## src/rtl/i2s_pkg.sv

```systemverilog
// Shared types and default ratios for the I2S/TDM clock generator.
// i2s_fmt_e  : frame format select (I2S, left-justified, TDM, reserved)
// i2s_state_e: generator run state
package i2s_pkg;

  typedef enum logic [1:0] {
    I2S_FMT_I2S  = 2'd0,
    I2S_FMT_LJ   = 2'd1,
    I2S_FMT_TDM  = 2'd2,
    I2S_FMT_RSVD = 2'd3
  } i2s_fmt_e;

  typedef enum logic {
    ST_IDLE = 1'b0,
    ST_RUN  = 1'b1
  } i2s_state_e;

  // 8 x 32 x 2 = 512 MCLK per frame, i.e. 44.1 kHz from 22.5792 MHz.
  localparam int unsigned DEF_MCLK_PER_SCLK = 8;
  localparam int unsigned DEF_SLOT_BITS     = 32;
  localparam int unsigned DEF_NUM_SLOTS     = 2;

endpackage

```

## src/rtl/i2s_sclk_div.sv

```systemverilog
// SCLK divider: MCLK down to a 50% duty bit clock plus rise/fall strobes.
// Ports:
//   clk         MCLK
//   rst_n       synchronous active-low reset
//   run_i       run enable; low clears counter, sclk and strobes
//   start_i     first enabled cycle: restart at the falling edge of bit 0
//   sclk_o      bit clock
//   sclk_rise_o one-cycle strobe with sclk 0->1
//   sclk_fall_o one-cycle strobe with sclk 1->0 (start of every bit)
//   wrap_o      divider is on its last count; the next edge is a fall
module i2s_sclk_div #(
  parameter int unsigned MCLK_PER_SCLK = 8
) (
  input  logic clk,
  input  logic rst_n,
  input  logic run_i,
  input  logic start_i,
  output logic sclk_o,
  output logic sclk_rise_o,
  output logic sclk_fall_o,
  output logic wrap_o
);

  localparam int unsigned CW = $clog2(MCLK_PER_SCLK);
  localparam logic [CW-1:0] CNT_HALF_M1 = CW'(MCLK_PER_SCLK / 2 - 1);
  localparam logic [CW-1:0] CNT_LAST    = CW'(MCLK_PER_SCLK - 1);

  logic [CW-1:0] div_cnt_q, div_cnt_d;
  logic          sclk_q, sclk_d;
  logic          rise_q, rise_d;
  logic          fall_q, fall_d;

  always_comb begin
    div_cnt_d = div_cnt_q;
    sclk_d    = sclk_q;
    rise_d    = 1'b0;
    fall_d    = 1'b0;
    if (!run_i) begin
      div_cnt_d = '0;
      sclk_d    = 1'b0;
    end else if (start_i || (div_cnt_q == CNT_LAST)) begin
      // Both a fresh start and a wrap begin a new bit on a falling edge.
      div_cnt_d = '0;
      sclk_d    = 1'b0;
      fall_d    = 1'b1;
    end else begin
      div_cnt_d = div_cnt_q + 1'b1;
      if (div_cnt_q == CNT_HALF_M1) begin
        sclk_d = 1'b1;
        rise_d = 1'b1;
      end
    end
  end

  always_ff @(posedge clk) begin
    if (!rst_n) begin
      div_cnt_q <= '0;
      sclk_q    <= 1'b0;
      rise_q    <= 1'b0;
      fall_q    <= 1'b0;
    end else begin
      div_cnt_q <= div_cnt_d;
      sclk_q    <= sclk_d;
      rise_q    <= rise_d;
      fall_q    <= fall_d;
    end
  end

  assign sclk_o      = sclk_q;
  assign sclk_rise_o = rise_q;
  assign sclk_fall_o = fall_q;
  assign wrap_o      = (div_cnt_q == CNT_LAST);

endmodule

```

## src/rtl/i2s_clk_gen.sv

```systemverilog
// I2S/TDM bit-clock and frame-clock generator in the MCLK domain.
// Ports:
//   clk          MCLK, the only clock
//   rst_n        synchronous active-low reset
//   en           run enable; low forces idle with all outputs 0
//   fmt          framing select, taken only at frame boundaries
//   sclk         bit clock, 50% duty
//   lrck         word select / frame sync
//   sclk_rise    strobe with sclk 0->1
//   sclk_fall    strobe with sclk 1->0, start of every bit
//   frame_start  strobe on the fall that begins slot 0, bit 0
//   slot_idx     slot of the current bit
//   bit_idx      bit within slot, 0 = MSB
//
// state   | meaning
// ST_IDLE | disabled or in reset; all outputs and counters 0
// ST_RUN  | generating sclk/lrck, position advances on each fall
module i2s_clk_gen
  import i2s_pkg::*;
#(
  parameter int unsigned MCLK_PER_SCLK = DEF_MCLK_PER_SCLK,
  parameter int unsigned SLOT_BITS     = DEF_SLOT_BITS,
  parameter int unsigned NUM_SLOTS     = DEF_NUM_SLOTS,
  localparam int unsigned SW = $clog2(NUM_SLOTS),
  localparam int unsigned BW = $clog2(SLOT_BITS)
) (
  input  logic          clk,
  input  logic          rst_n,
  input  logic          en,
  input  i2s_fmt_e      fmt,
  output logic          sclk,
  output logic          lrck,
  output logic          sclk_rise,
  output logic          sclk_fall,
  output logic          frame_start,
  output logic [SW-1:0] slot_idx,
  output logic [BW-1:0] bit_idx
);

  if ((MCLK_PER_SCLK < 2) || ((MCLK_PER_SCLK % 2) != 0)) begin : g_bad_mclk
    $error("i2s_clk_gen: MCLK_PER_SCLK must be even and >= 2");
  end
  if (SLOT_BITS < 2) begin : g_bad_slot_bits
    $error("i2s_clk_gen: SLOT_BITS must be >= 2");
  end
  if ((NUM_SLOTS < 2) || (NUM_SLOTS > 16) || ((NUM_SLOTS % 2) != 0)) begin : g_bad_num_slots
    $error("i2s_clk_gen: NUM_SLOTS must be even and within 2..16");
  end

  localparam logic [BW-1:0] BIT_LAST  = BW'(SLOT_BITS - 1);
  localparam logic [SW-1:0] SLOT_LAST = SW'(NUM_SLOTS - 1);
  localparam logic [SW-1:0] SLOT_HALF = SW'(NUM_SLOTS / 2);

  i2s_state_e    state_q, state_d;
  logic [SW-1:0] slot_q, slot_d;
  logic [BW-1:0] bit_q, bit_d;
  i2s_fmt_e      fmt_q, fmt_d;
  logic          lrck_q, lrck_d;
  logic          fs_q, fs_d;
  logic          div_wrap;

  // lrck for the bit that starts at (slot, bitp). I2S looks one bit
  // ahead so the word select leads the MSB of the next channel.
  function automatic logic lrck_of(logic [SW-1:0] slot, logic [BW-1:0] bitp,
                                   i2s_fmt_e f);
    logic [SW-1:0] slot_nx;
    logic          v;
    slot_nx = slot;
    if (bitp == BIT_LAST) begin
      slot_nx = (slot == SLOT_LAST) ? '0 : slot + 1'b1;
    end
    case (f)
      I2S_FMT_LJ:  v = (slot < SLOT_HALF);
      I2S_FMT_TDM: v = (slot == '0) && (bitp == '0);
      default:     v = (slot_nx >= SLOT_HALF);
    endcase
    return v;
  endfunction

  i2s_sclk_div #(
    .MCLK_PER_SCLK(MCLK_PER_SCLK)
  ) u_div (
    .clk        (clk),
    .rst_n      (rst_n),
    .run_i      (en),
    .start_i    (state_q == ST_IDLE),
    .sclk_o     (sclk),
    .sclk_rise_o(sclk_rise),
    .sclk_fall_o(sclk_fall),
    .wrap_o     (div_wrap)
  );

  always_comb begin
    state_d = state_q;
    slot_d  = slot_q;
    bit_d   = bit_q;
    fmt_d   = fmt_q;
    lrck_d  = lrck_q;
    fs_d    = 1'b0;
    if (!en) begin
      state_d = ST_IDLE;
      slot_d  = '0;
      bit_d   = '0;
      fmt_d   = I2S_FMT_I2S;
      lrck_d  = 1'b0;
    end else if (state_q == ST_IDLE) begin
      state_d = ST_RUN;
      slot_d  = '0;
      bit_d   = '0;
      fmt_d   = fmt;
      fs_d    = 1'b1;
      lrck_d  = lrck_of('0, '0, fmt);
    end else if (div_wrap) begin
      if (bit_q == BIT_LAST) begin
        bit_d = '0;
        if (slot_q == SLOT_LAST) begin
          slot_d = '0;
          fs_d   = 1'b1;
          fmt_d  = fmt;
        end else begin
          slot_d = slot_q + 1'b1;
        end
      end else begin
        bit_d = bit_q + 1'b1;
      end
      lrck_d = lrck_of(slot_d, bit_d, fmt_d);
    end
  end

  always_ff @(posedge clk) begin
    if (!rst_n) begin
      state_q <= ST_IDLE;
      slot_q  <= '0;
      bit_q   <= '0;
      fmt_q   <= I2S_FMT_I2S;
      lrck_q  <= 1'b0;
      fs_q    <= 1'b0;
    end else begin
      state_q <= state_d;
      slot_q  <= slot_d;
      bit_q   <= bit_d;
      fmt_q   <= fmt_d;
      lrck_q  <= lrck_d;
      fs_q    <= fs_d;
    end
  end

  assign lrck        = lrck_q;
  assign frame_start = fs_q;
  assign slot_idx    = slot_q;
  assign bit_idx     = bit_q;

endmodule
```

## config.mk

```make
export PLATFORM = sky130hd
export DESIGN_NAME = i2s_clk_gen
export DESIGN_NICKNAME = d
export VERILOG_FILES = /design/src/rtl/i2s_pkg.sv /design/src/rtl/i2s_sclk_div.sv /design/src/rtl/i2s_clk_gen.sv
export SDC_FILE = /design/constraint.sdc
export NUM_CORES = 1
export LEC_CHECK = 0
export ABC_AREA = 1
export CORE_AREA = 3 3 47 49
export DETAILED_ROUTE_END_ITERATION = 6
export DIE_AREA = 0 0 50 52
export PLACE_DENSITY = 0.72
export SKIP_CTS_REPAIR_TIMING = 1
export SLEW_MARGIN = 15
export SYNTH_ARGS = -nofsm -noshare
export SYNTH_HDL_FRONTEND = slang
export SYNTH_SLANG_ARGS = --single-unit
```

## constraint.sdc

```tcl
create_clock -name clk -period 2.6 [get_ports clk]
set_input_delay 0.39 -clock clk [delete_from_list [all_inputs] [get_ports clk]]
set_output_delay 0.39 -clock clk [all_outputs]
set_load 0.02 [all_outputs]
```

==> results.ini, run 1 <==
[placement]
hpwlAfterDp_mm = 1.26
placement.io_buffers = 15
gp_congestion = 0.808
place_inst = 160

[final_layout]
multi_input_area_sq_um = 453
drive_above_1_share_pct = 8.76
antennaDiodeCount = 0
fin_nets = 153
layout.cells.non_filler = 164
utilization_pct = 57.1
area_growth_pct = 22.9
regArea_sq_um = 340
fillers = 184

[yosys]
synth_warnings = 0
synthArstFlopShare_pct = 0
synth_compound_area_share_pct = 11.2
syn_area_sq_um = 883
synthTopCellsByCount = nand2_1 (22), inv_1 (20), dfxtp_1 (17)
synth_edf_count = 0
ys_seq_area_share_pct = 38.5
synth_xor_area_share_pct = 0
netlist.top_cell.by_area = dfxtp_1
synth_top_cells_by_area = dfxtp_1 (39%), ha_1 (14%), nand2_1 (9.3%), inv_1 (8.5%), nor2_1 (6.8%)
syn_area_per_cell_sq_um = 7.42
muxShareOfSynthArea_pct = 0
ys.flop_type = dfxtp_1
synth_nets = 134
synth_simple_gate_area_share_pct = 25.9
synthCells = 119
yosysMostFrequentCell = nand2_1
synth.top_cell.area_share_pct = 38.5
synth_fa_ha_area_share_pct = 14.2
ys_types = 20
synth_top_family_by_area = simple AND/OR/NAND/NOR gates
ys_ff_latch = 17

[sta]
max_freq_ghz = 0.428
tightest_slew_ns = 0.394
final-hold-violation-count = 0
slew_violations = 0
setup_tns_ns = 0
period_share_pct = 89.8
rsz0062_at_grt = no
fin_skew_ns = 0.00824
slew_headroom_pct = 73.8
period_needed_ns = 2.34
setup_viol = 0

[worst_setup_path]
critPathMaxStageDelay_ns = 0.46
crit_required_ns = 2.80
endpoint = lrck$_SDFFE_PN0P_
cp_cell_sequence = ha_1 > nand2_1 > nor2_1 > ha_1 > nand2_1 > o21ai_1 > inv_1 > ha_1 > nand3b_1 > nor2_1 > nand2_1 > nand2_1 > a21oi_1 > nand2_1 > nand2_1 > nand2_1
rr_endpoint = lrck$_SDFFE_PN0P_
rr_startpoint = bit_idx[0]$_SDFFE_PN0P_
worstSetupEndpointType = register
rr_worst_depth = 16
rrSetupSlack_ns = 0.26
start_kind = register
crit_path_frequent_cell = nand2_1
arrival_ns = 2.53
crit_path_top_delay_cell = dfxtp_1
worstSetupPathType = register to register
cp_max_fo = 8
cp-startpoint = bit_idx[0]$_SDFFE_PN0P_

[grt]
grt_use_met1_pct = 17.5
grtUsageTotal_pct = 14.3
grtUsageMet2_pct = 23.3
grt_max_degree = 11
antenna_found_initial = 0
use_met3_pct = 6.02
grt_pass1_vias = 683
grt-ovfl-total = 0
busiest_layer = met2
grt_pass1_wl_mm = 2.82

[drt]
wl_mm = 1.65
ant_nets = 0
drt_iter0_drc = 31
viasPerCell = 4.70
wire_per_inst_um = 10.1
first_pass_iters = 4
drc = 0
vias = 770

[clocking]
numCtsBuffers = 3
clk_pin_slew_ns = 0.10
cts_root_buf = clkbuf_4
cts_sinks = 17
clock_path_buffers = 2
tritoncts = done
htree_levels = 1
clk_latency_ns = 0.29

[floorplan]
die-area_sq_um = 2600
die_w_um = 50
num_io_pins = 16
start_util_pct = 46.4
rows = 16
coreArea_sq_um = 1900
die_h_um = 52

[status]
outcome = finished, final reports clean

[power]
vdd_drop_max_uv = 391
power.density_nw_per_um2 = 409
leakagePower_nw = 0.486

[worst_hold_path]
min_path_type = register to register

[flow_run]
maxCapViolations = 0

per-stage QoR:
| stage | total power, mW | setup slack (ns) | instance area (sq um) | hold WS [ns] |
|---|---|---|---|---|
| 2_1_floorplan | 0.295 | 0.384 | 883 | 0.399 |
| 3_3_place_gp | 0.310 | 0.431 | 1060 | 0.409 |
| 3_5_place_dp | 0.310 | 0.299 | 1060 | 0.419 |
| 4_1_cts | 0.453 | 0.268 | 1090 | 0.433 |
| 5_1_grt | 0.468 | 0.0559 | 1090 | 0.458 |
| 6_report | 0.444 | 0.265 | 1090 | 0.431 |
layout make-up:
type / count / area share [%]
clock buffers: 4 / 2.42
inverters: 22 / 7.60
multi-input cells: 79 / 41.7
flip-flops and latches: 17 / 31.3
well taps: 27 / 3.11
repair buffers: 15 / 13.8
how the worst min path moves through the flow:
| stage | start | end | slack [ns] | cells past startpoint |
|---|---|---|---|---|
| CTS | u_div.div_cnt_q[0]$_SDFF_PP0_ | u_div.div_cnt_q[0]$_SDFF_PP0_ | 0.43 | 1 |
| finish | u_div.div_cnt_q[0]$_SDFF_PP0_ | u_div.div_cnt_q[0]$_SDFF_PP0_ | 0.43 | 1 |
| detailed placement | u_div.div_cnt_q[0]$_SDFF_PP0_ | u_div.div_cnt_q[0]$_SDFF_PP0_ | 0.42 | 1 |
| floorplan | u_div.div_cnt_q[0]$_SDFF_PP0_ | u_div.div_cnt_q[0]$_SDFF_PP0_ | 0.40 | 1 |
| global route | u_div.div_cnt_q[0]$_SDFF_PP0_ | u_div.div_cnt_q[0]$_SDFF_PP0_ | 0.46 | 1 |
| global placement | u_div.div_cnt_q[0]$_SDFF_PP0_ | u_div.div_cnt_q[0]$_SDFF_PP0_ | 0.41 | 1 |
critical path: cells and delay by family, from the launching register on:
kind	cells	cell delay, ns
DFF	1	0.46
buffers and inverters	1	0.09
adders and majority gates	3	0.64
AOI/OAI and AO/OA	2	0.30
and+or+nand+nor	10	0.76
state kept, by name, summed over array words and instances (netlist names):
register,flops
bit_idx,5
fmt_q,2
frame_start,1
lrck,1
slot_idx,1
state_q,1
u_div.div_cnt_q,3
u_div.sclk_fall_o,1
u_div.sclk_o,1
u_div.sclk_rise_o,1
metal layers:
layer,vias to the layer above,share of wire [%]
met5,-,0
li1,409,-
met1,341,48
met2,18,47
met4,0,0.30
met3,2,5.0
cell families (layout without fill, tap and decap cells):
logic type / count (synthesis) / in the layout
AOI/OAI and AO/OA: 19 / 19
adders and majority gates: 10 / 10
buffers and inverters: 23 / 41
DFF: 17 / 17
and+or+nand+nor: 50 / 50
where the power goes:
part | internal [mW] | switching (mW)
logic | 0.0168 | 0.0207
clock network | 0.0596 | 0.0795
registers | 0.265 | 0.00204
total | 0.342 | 0.102
cells in the final DEF (no fill, tap or decap), drive strengths merged:
cell and n:
o22ai 1, nand3 4, clkdlybuf4s50 15, inv 22, o21ai 8, dfxtp 17
a21oi 9, nand2 23, nor2 20, a211oi 1, nand3b 1, nand4 1
ha 10, or2 1, clkbuf 4
Power figures use the tool's default switching activity.
==> run 2, diff against run 1 <==
--- a/config.mk
+++ b/config.mk
@@ -10,6 +10,7 @@
 export DETAILED_ROUTE_END_ITERATION = 6
 export DIE_AREA = 0 0 50 52
 export PLACE_DENSITY = 0.72
+export REMOVE_ABC_BUFFERS = 1
 export SKIP_CTS_REPAIR_TIMING = 1
 export SLEW_MARGIN = 15
 export SYNTH_ARGS = -nofsm -noshare
==> constraint.sdc (replaced) <==
create_clock -name clk -period 2.6 [get_ports clk]
set_input_delay 0.39 -clock clk [delete_from_list [all_inputs] [get_ports clk]]
set_output_delay 0.39 -clock clk [all_outputs]
set_load 0.1 [all_outputs]
==> run 2 against run 1 <==
Effect of this change: routed wire length down 1.0%; global-route usage fell by 0.38 points; design area shrank 2.4%; highest routed layer unchanged; clock power grew 4%; combinational power grew 34%; via count is 1.9% lower; fmax grew 0.44%; flip-flop and latch count did not move; first-iteration DRC count fell by 61%; clock-buffer cell count shrank 1.
==> results.ini, run 2 (same netlist as run 1, synthesis figures left out) <==
[status]
outcome = finished, final reports clean

[floorplan]
die-area_sq_um = 2600
die_h_um = 52
start_util_pct = 46.4
coreArea_sq_um = 1900
die_w_um = 50
rows = 16
num_io_pins = 16

[sta]
worst_hold_slack_ns = 0.428
period_needed_ns = 2.32
rsz0062_at_grt = no
setup_viol = 0
slew_violations = 0
slew_headroom_pct = 75.5
tightest_slew_ns = 0.368
fin_skew_ns = 0.00144
max_freq_ghz = 0.430
period_share_pct = 89.4
final-hold-violation-count = 0

[worst_setup_path]
worstSetupEndpointType = register
cp_num_cells = 16
worstSetupPathType = register to register
crit_required_ns = 2.80
crit_path_frequent_cell = nand2_1
cp_max_fo = 8
rr_startpoint = bit_idx[0]$_SDFFE_PN0P_
rrSetupSlack_ns = 0.28
rr_endpoint = lrck$_SDFFE_PN0P_
crit_path_top_delay_cell = dfxtp_1
crit_buf_inv = 1
start_kind = register
critPathMaxStageDelay_ns = 0.49
rr_worst_depth = 16
arrival_ns = 2.52
cp_cell_sequence = ha_1 > nand2_1 > nor2_1 > ha_1 > nand2_1 > o21ai_1 > inv_1 > ha_1 > nand3b_1 > nor2_1 > nand2_1 > nand2_1 > a21oi_1 > nand2_1 > nand2_1 > nand2_1
cpLargestDelayFamily = simple AND/OR/NAND/NOR gates

[clocking]
tritoncts = done
numCtsBuffers = 3
clk_latency_ns = 0.29
clk_pin_slew_ns = 0.10
htree_levels = 1
clock_path_buffers = 2
cts_root_buf = clkbuf_4
cts_sinks = 17

[final_layout]
antennaDiodeCount = 0
drive_above_1_share_pct = 17.5
final_common_cell = nand2_1
largest_reg_flops = 5
fin_nets = 153
area_growth_pct = 20.0
most-common-layout-cells = nand2_1 (22), inv_1 (20), dfxtp_1 (17)
fillers = 195

[power]
p_sw_share_pct = 26.7
clkPwrFrac_pct = 31.2
power_mw = 0.462
vdd_drop_max_uv = 377
p_int_mw = 0.338
power_switching_mw = 0.123
seqPwrFrac_pct = 57.9
power.density_nw_per_um2 = 436
p_comb_share_pct = 10.9
leakagePower_nw = 0.511

[flow_run]
maxCapViolations = 0

[grt]
grt_max_degree = 11
grtUsageTotal_pct = 13.9
grt_pass1_wl_mm = 2.75
grt_pass1_vias = 692
grt-ovfl-total = 0
antenna_found_initial = 0

[drt]
drt_iter0_drc = 12
wl_mm = 1.63
vias = 755
first_pass_iters = 4
ant_nets = 0
viasPerCell = 4.60
wire_per_inst_um = 9.95
drc = 0

[placement]
gp_congestion = 0.771
placement.io_buffers = 15
hpwlAfterDp_mm = 1.28

[worst_hold_path]
min_to = u_div.div_cnt_q[0]$_SDFF_PP0_
hold_depth = 1
min_path_type = register to register
hold_path.startpoint = u_div.div_cnt_q[0]$_SDFF_PP0_

run 2: changes by cell type in the layout (fill, tap and decap cells not counted):
cell | previous run | this run
buf_4 | 0 | 11
clkbuf_1 | 1 | 0
clkdlybuf4s50_1 | 15 | 4
clkinv_2 | 0 | 1
run 2: how the worst max path moves through the flow:
stage	from	end	slack (ns)
after floorplan	bit_idx[0]$_SDFFE_PN0P_	lrck$_SDFFE_PN0P_	-0.31
after global placement	bit_idx[0]$_SDFFE_PN0P_	lrck$_SDFFE_PN0P_	0.43
after detailed placement	bit_idx[0]$_SDFFE_PN0P_	lrck$_SDFFE_PN0P_	0.31
after CTS	bit_idx[0]$_SDFFE_PN0P_	lrck$_SDFFE_PN0P_	0.27
after global routing	bit_idx[1]$_SDFFE_PN0P_	lrck$_SDFFE_PN0P_	0.02
final	bit_idx[0]$_SDFFE_PN0P_	lrck$_SDFFE_PN0P_	0.28
run 2: final cells by class:
| cell class | instances | area (sq um) | share of cell area, % |
|---|---|---|---|
| repair buffers | 15 | 123 | 11.6 |
| flip-flops and latches | 17 | 340 | 32.1 |
| clock buffers | 3 | 22.5 | 2.13 |
| well taps | 27 | 33.8 | 3.19 |
| clock inverters | 1 | 5.00 | 0.472 |
| multi-input cells | 79 | 453 | 42.7 |
| inverters | 22 | 82.6 | 7.79 |
run 2: through the flow:
step,setup TNS [ns],worst slack [ns],utilization [%],instances,area (sq um)
2_1_floorplan,-0.314,-0.314,-,118,876
3_3_place_gp,0,0.429,54.3,160,1030
3_5_place_dp,0,0.308,54.3,160,1030
4_1_cts,0,0.271,55.7,164,1060
5_1_grt,0,0.0199,55.7,164,1060
6_report,0,0.275,55.7,164,1060
run 2: power by group through the flow:
stage / Clock [mW] / Combinational (mW) / Sequential (mW)
3_5_place_dp: 0 / 0.0499 / 0.273
4_1_cts: 0.152 / 0.0502 / 0.267
5_1_grt: 0.162 / 0.0551 / 0.268
3_3_place_gp: 0 / 0.0496 / 0.273
2_1_floorplan: 0 / 0.0186 / 0.290
6_report: 0.144 / 0.0503 / 0.267
run 2: layer usage:
| layer | up-vias | wire length, um | track usage [%] |
|---|---|---|---|
| met3 | 2 | 46 | 2.87 |
| met5 | - | 0 | 0 |
| met4 | 0 | 17 | 6.91 |
| li1 | 406 | - | - |
| met1 | 337 | 768 | 16.0 |
| met2 | 10 | 799 | 24.1 |
==> run 3, diff against run 2 <==
--- a/config.mk
+++ b/config.mk
@@ -9,6 +9,7 @@
 export CORE_AREA = 3 3 47 49
 export DETAILED_ROUTE_END_ITERATION = 6
 export DIE_AREA = 0 0 50 52
+export GPL_ROUTABILITY_DRIVEN = 1
 export PLACE_DENSITY = 0.72
 export REMOVE_ABC_BUFFERS = 1
 export SKIP_CTS_REPAIR_TIMING = 1
==> results of run 3 <==
The final DEF is identical to that of run 2; final timing and power are the same.
